**config.mk**
```make
export PLATFORM = sky130hd
export DESIGN_NAME = tl45_inst_queue
export DESIGN_NICKNAME = d
export VERILOG_FILES = /design/src/rtl/tl45_pkg.sv /design/src/rtl/tl45_inst_queue.sv
export SDC_FILE = /design/constraint.sdc
export NUM_CORES = 1
export LEC_CHECK = 0
export BUFFER_PORTS_ARGS = -buffer_cell sky130_fd_sc_hd__buf_2
export CAP_MARGIN = 10
export CORE_ASPECT_RATIO = 0.5
export CORE_MARGIN = 1.5
export CORE_UTILIZATION = 50
export CTS_CLUSTER_DIAMETER = 50
export DETAILED_ROUTE_END_ITERATION = 8
export GPL_TIMING_DRIVEN = 0
export HOLD_SLACK_MARGIN = 0.03
export PLACE_DENSITY = 0.73
export SYNTH_ARGS = -nofsm -noshare
export SYNTH_HDL_FRONTEND = slang
export SYNTH_SLANG_ARGS = --single-unit
```
**constraint.sdc**
```tcl
create_clock -name i_clk -period 3.3 [get_ports i_clk]
set_clock_uncertainty 0.1 [all_clocks]
set_input_delay 0.165 -clock i_clk [delete_from_list [all_inputs] [get_ports i_clk]]
set_output_delay 0.165 -clock i_clk [all_outputs]
set_load 0.05 [all_outputs]
```
**src/rtl/tl45_pkg.sv**
```systemverilog
// Shared TL45 pipeline definitions: bubble encodings and the fetch packet
// that moves from prefetch towards decode.
package tl45_pkg;

  localparam logic [31:0] TL45_NOP       = 32'h0;
  localparam logic [31:0] TL45_BUBBLE_PC = 32'h0;

  typedef struct packed {
    logic [31:0] pc;
    logic [31:0] inst;
  } tl45_fetch_pkt_t;

  // An all-zero packet is the pipeline bubble; a NOP at PC 0 is dropped with it.
  function automatic logic is_bubble(input tl45_fetch_pkt_t pkt);
    return (pkt.pc == TL45_BUBBLE_PC) && (pkt.inst == TL45_NOP);
  endfunction

endpackage

```
**src/rtl/tl45_inst_queue.sv**
```systemverilog
// First-word-fall-through instruction queue between prefetch and decode.
// Absorbs fetch bursts and decouples decode stalls from the fetch FSM.
module tl45_inst_queue
  import tl45_pkg::*;
#(
  parameter  int DEPTH = 4,
  localparam int PTR_W = $clog2(DEPTH)
) (
  input  logic             i_clk,
  input  logic             i_reset_n,
  input  logic [31:0]      i_fetch_pc,
  input  logic [31:0]      i_fetch_inst,
  output logic             o_fetch_stall,
  input  logic             i_pipe_flush,
  input  logic             i_new_pc,
  output logic [31:0]      o_dec_pc,
  output logic [31:0]      o_dec_inst,
  output logic             o_dec_valid,
  input  logic             i_dec_stall,
  output logic [PTR_W:0]   o_count
);

  localparam logic [PTR_W:0] FULL_COUNT = (PTR_W + 1)'(DEPTH);

  tl45_fetch_pkt_t [DEPTH-1:0] mem;
  tl45_fetch_pkt_t             fetch_pkt;
  tl45_fetch_pkt_t             head;

  logic [PTR_W-1:0] rd_ptr;
  logic [PTR_W-1:0] wr_ptr;
  logic [PTR_W:0]   count;

  logic flush;
  logic full;
  logic push;
  logic pop;

  assign fetch_pkt = {i_fetch_pc, i_fetch_inst};
  assign flush     = i_pipe_flush | i_new_pc;
  assign full      = (count == FULL_COUNT);

  // Stall and valid come only from the registered count, so decode's stall
  // never reaches prefetch combinationally.
  assign push = !full && !flush && !is_bubble(fetch_pkt);
  assign pop  = (count != '0) && !i_dec_stall && !flush;

  always_ff @(posedge i_clk or negedge i_reset_n) begin
    if (!i_reset_n) begin
      rd_ptr <= '0;
      wr_ptr <= '0;
      count  <= '0;
    end else if (flush) begin
      rd_ptr <= '0;
      wr_ptr <= '0;
      count  <= '0;
    end else begin
      if (push) begin
        wr_ptr <= wr_ptr + PTR_W'(1);
      end
      if (pop) begin
        rd_ptr <= rd_ptr + PTR_W'(1);
      end
      case ({push, pop})
        2'b10:   count <= count + (PTR_W + 1)'(1);
        2'b01:   count <= count - (PTR_W + 1)'(1);
        default: count <= count;
      endcase
    end
  end

  // Payload storage carries no reset; unread slots are never observed.
  always_ff @(posedge i_clk) begin
    if (push) begin
      mem[wr_ptr] <= fetch_pkt;
    end
  end

  assign head = mem[rd_ptr];

  assign o_count       = count;
  assign o_fetch_stall = full;
  assign o_dec_valid   = (count != '0);
  assign o_dec_pc      = o_dec_valid ? head.pc   : TL45_BUBBLE_PC;
  assign o_dec_inst    = o_dec_valid ? head.inst : TL45_NOP;

endmodule

```
# == After elaboration in Yosys (flattened, before gate mapping) ==
# Index checks and enable logic that the tools add are counted.
# totals
ff_bits,263
# op_classes
bitwise_logic,1
n_reduce_logical,16
n_eq_ne,3
add_sub_neg,4
mux,13
magnitude_cmp,3
# op_table
op,count
$bwmux 256,1
$bmux 64 s2,1
$demux 64 s2,1
$mux 64,2
$logic_not 32->1,2
$mux 32,2
$mux 2,4
$logic_and 1x1->1,6
$lt 2x3->1 const B,2
$pmux 3 s2,1
$reduce_bool 3->1,2
$add 2x1->2 const B,2
$logic_not 1->1,4
$reduce_bool 2->1,2
$add 3x1->3 const B,1
$eq 3x3->1 const B,1
$mux 3,1
$sub 3x1->3 const B,1
$eq 2x1->1 const B,1
$eq 2x2->1 const B,1
$ge 2x1->1 const B,1
$or 1x1->1,1

# == Logic depth before layout (Yosys ltp) ==
# depth
depth_word,7
ltp_mapped,10
ltp_nobuf,10

# == Least setup slack after synthesis ==
# Ideal clock, no wire load.
# synth_path
path_kind,register to register
start,register count[1] (netlist: o_count[1])
end,"register mem[0] (netlist name), enable pin"
path_slack_ns,-0.355
n_path_buf,0
required_time_ns,2.771
setup_time_ns,0.429
stages_incl_launch_ff,6
t_arrival_ns,3.126
cell_sequence,dfrtp_1 > nor2_1 > nand2_1 > inv_1 > nor2_1 > and3_1
# synth_between
elab_chain_cells,4
# synth_rtl
item,line_no,text
from (decl),tl45_inst_queue.sv:31,logic [PTR_W:0] count;
from (signal assigned),tl45_inst_queue.sv:64,2'b10: count <= count + (PTR_W + 1)'(1);
from (signal assigned),tl45_inst_queue.sv:65,2'b01: count <= count - (PTR_W + 1)'(1);
from (signal assigned),tl45_inst_queue.sv:66,default: count <= count;
$eq 3x3->1,tl45_inst_queue.sv:40,assign full = (count == FULL_COUNT);
named net o_fetch_stall,tl45_inst_queue.sv:13,"output logic o_fetch_stall,"
$logic_not 1->1,tl45_inst_queue.sv:44,assign push = !full && !flush && !is_bubble(fetch_pkt);
$logic_and 1x1->1 (2 in a row),tl45_inst_queue.sv:44,
"to (signal, indexed assignment)",tl45_inst_queue.sv:74,mem[wr_ptr] <= fetch_pkt;
to (decl),tl45_inst_queue.sv:25,tl45_fetch_pkt_t [DEPTH-1:0] mem;
# The timed path passes the listed nets, and every way through them passes these cells.
# A chain may end at the register's enable or synchronous reset.

# == Worst setup path in the final report ==
# layout_path
start,input port i_fetch_inst[7]
end,register count[2] (netlist: o_count[2])
# layout_between
elab_chain_cells,7
word_cells_on_any_way,9
# layout_rtl
item,line_no,text
from (decl),tl45_inst_queue.sv:12,"input logic [31:0] i_fetch_inst,"
$logic_not 32->1 *,tl45_pkg.sv:15,return (pkt.pc == TL45_BUBBLE_PC) && (pkt.inst == TL45_NOP);
$logic_and 1x1->1 *,tl45_pkg.sv:15,
$logic_not 1->1 *,tl45_inst_queue.sv:44,
$logic_and 1x1->1 *,tl45_inst_queue.sv:44,
$eq 2x1->1 or $eq 2x2->1 (tied branches),tl45_inst_queue.sv:63,"case ({push, pop})"
$pmux 3 s2,tl45_inst_queue.sv:63,
$mux 3,tl45_inst_queue.sv:52,end else if (flush) begin
# Every way passes the cells marked *; elsewhere a longest branch is shown, timed or not.

==> metrics <==
Area Growth Syn to Fin=25.0%; core area=0.0198 mm^2; Hold Crit Class=in -> reg; Antenna Violating Nets Remaining=0; met3 usage=0.0396; Worst Path Required=approximately 3.6 ns; met2 GRT Util=0.342; Clock Sinks=about 260; maximum clock path buffer count=3; total gr overflow=0; sw power=between 0.0015 and 0.002 W; post-synthesis async set-or-reset flop share=0.0266; GP Congestion=between 0.8 and 0.9; Crit path buffers/inverters=2; vias post-DR=around 5600; Final Cycle Share=0.947; DRC=0; fin nets=between 800 and 900; global route hottest layer=met2; Num CTS Buffers=24; number of synthesized register bits=between 200 and 300; Power per Cell Area=536 mW/mm^2; final instance area=roughly 0.013 mm^2; Wirelength per Cell=about 22 um; HPWL Detailed=between 10000 and 15000 um; row count=36; maximum VDD drop=around 0.32 mV; Post-Route WL=21900 um; crit path cell chain=dlygate4sd3_1 > buf_2 > nor4_1 > nand4_1 > nor4_4 > nor2_1 > nor4_1 > fa_1 > nor4_1 > mux2_2 > o31a_1; Mapped Area=~0.010 mm^2; initial antenna violation count=0; clock latency on the worst-skew pair=about 0.50 ns; initial drt markers=444; largest net degree at the start of global routing=44; Comb pwr share=0.092; Max Cap Viol=0; Net Sw Frac=0.227; vias in the first global route=a little under 6000; Vias/cell=about 5.5; Top delay family on crit path=simple AND/OR/NAND/NOR gates; fin crit period=around 3.1 ns; Max stage delay on crit path=about 0.55 ns; Worst EP arrival=3.41 ns; first-pass GRT wire length=34100 um; Critical-path top delay cell=dlygate4sd3_1; Mean Syn Cell Area=between 20 and 25 um^2; CTS tree=yes; commonest non-fill, non-tap cell in the layout=edfxtp_1; crit start category=input pin; Synth cell types=32; Die W=around 210 um; die span in y=around 100 um; GR met1 Demand/Resource=0.305; Crit Path Max Fanout=6; most frequent CP cell=nor4_1; commonest non-fill, non-tap cells in the layout=edfxtp_1, buf_2, dlygate4sd3_1, mux4_2, and2_1; Post-DP Area=about 0.011 mm^2; Final Hold Fails=0; Slew @ Worst Pin=0.964 ns; CTS root buffer=clkbuf_16; Slew Limit Fails=0; Antenna diodes=0; number of flops mapped to enable cells by yosys=~260; Pint=approximately 0.0053 W; cells after synthesis=between 400 and 500; share of layout cells above drive strength 1=0.345; Seq pwr share=0.543; sequential fraction of the synthesis area=0.762; GRT Util Overall=0.212; Worst-path clk slew=roughly 0.06 ns; Inst Count DP=899; status=finished, final reports clean; leakage=between 4 and 5 nW; fmax=approximately 0.32 GHz; R2R cell count=9; WHS Path Cells=3; syn_nets=roughly 570; Yosys warning count=0; commonest register cell after synthesis=edfxtp_1; H-tree depth=1; CP Class=in -> reg; drt first pass iters=4; relative slew slack=0.357; Initial Utilization=0.520; Tot Pwr=between 0.006 and 0.007 W; # IOs=approximately 140; PortBufs=136; final std cells w/o fill=roughly 1000; area of the die=~0.022 mm^2; CP endpoint kind=flip-flop; clock power share=0.365; Crit. path cell count=11; final setup vio count=0
-- synthesized netlist by cell type, types with 5 or more instances --
cell,count,area share
clkbuf_1,13,0.0047
o21ai_0,5,0.0024
mux4_2,64,0.14
edfxtp_1,256,0.75
nor2_1,8,0.0029
inv_1,5,0.0018
nand4_1,6,0.0036
dfrtp_1,7,0.017
nor4_1,17,0.010
buf_2,5,0.0024
nand2_1,6,0.0022
buf_1,5,0.0018
and2_1,64,0.039
-- power by group through the flow --
stage	sequential [W]	combinational (W)	clock, W
finish	0.00375	0.000638	0.00252
global route	0.00375	0.000680	0.00269
CTS	0.00375	0.000641	0.00257
detailed placement	0.00382	0.000573	0
global placement	0.00382	0.000554	0
floorplan	0.00382	0.000358	0
-- cell type report --
cell class / instances / area, um^2
buffer: 23 / 92.6
clock buffer: 30 / 644
clock inverter: 13 / 62.6
fill: 1387 / 6930
inverter: 5 / 18.8
multi-input combinational: 202 / 2370
sequential: 263 / 7860
tap: 266 / 333
timing repair buffer: 212 / 1500
-- tightest hold or removal path: cells and delay by family --
family / cells / cell delay, ns
buffers and inverters: 1 / 0.19
AND/OR/NAND/NOR: 1 / 0.16
AO/OA/AOI/OAI: 1 / 0.12
-- cells by family after synthesis --
kind of cell	count (synthesis)	synth area share
adders and majority gates	5	0.00679
AOI/OAI and AO/OA	10	0.00558
muxes	66	0.142
xor gates and xnor gates	2	0.00170
buffers and inverters	28	0.0108
and+or+nand+nor	119	0.0709
DFF	263	0.762
-- timing repair --
action                                  in CTS  in global routing
resized for setup                            0                  2
endpoints found under the setup margin       0                  2
hold buffers                                69                  0
endpoints found under the hold margin      264                  0
setup buffers                                0                  3
-- layer usage --
metal	up-vias	part of all wire	wire length, um
met1	2845	0.43	9450
met3	31	0.060	1310
met5	-	0	0
li1	2502	-	-
met4	0	0.018	403
met2	180	0.49	10800
-- registers in the layout, indices dropped and copies added, names as in the netlist --
name	cells
o_count	3
wr_ptr	2
rd_ptr	2
mem	256
-- worst paths after layout --
| path | start | to | slack (ns) |
|---|---|---|---|
| worst min register to register | wr_ptr[0]$_DFFE_PN0P_ | wr_ptr[0]$_DFFE_PN0P_ | 0.50 |
| max in group asynchronous | i_reset_n | o_count[0]$_DFFE_PN0P_ | 2.28 |
| worst max-delay path | i_fetch_inst[7] | o_count[2]$_DFFE_PN0P_ | 0.17 |
| worst max register to register | o_count[0]$_DFFE_PN0P_ | o_count[1]$_DFFE_PN0P_ | 0.53 |
| min in group asynchronous | i_reset_n | o_count[2]$_DFFE_PN0P_ | 0.56 |
| worst min-delay path | i_dec_stall | o_count[1]$_DFFE_PN0P_ | 0.09 |
-- per-stage QoR --
step,utilization,hold WS [ns],setup TNS [ns],setup slack [ns]
3_5_place_dp,0.578,-0.0894,-0.267,-0.165
3_3_place_gp,0.572,-0.0900,-64.02,-0.257
2_1_floorplan,-,-0.231,0,0.351
5_1_grt,0.650,0.111,-0.000947,-0.000947
4_1_cts,0.649,0.0521,0,0.00499
6_report,0.650,0.0946,0,0.175
No activity file was read; power rests on OpenSTA's default activity.
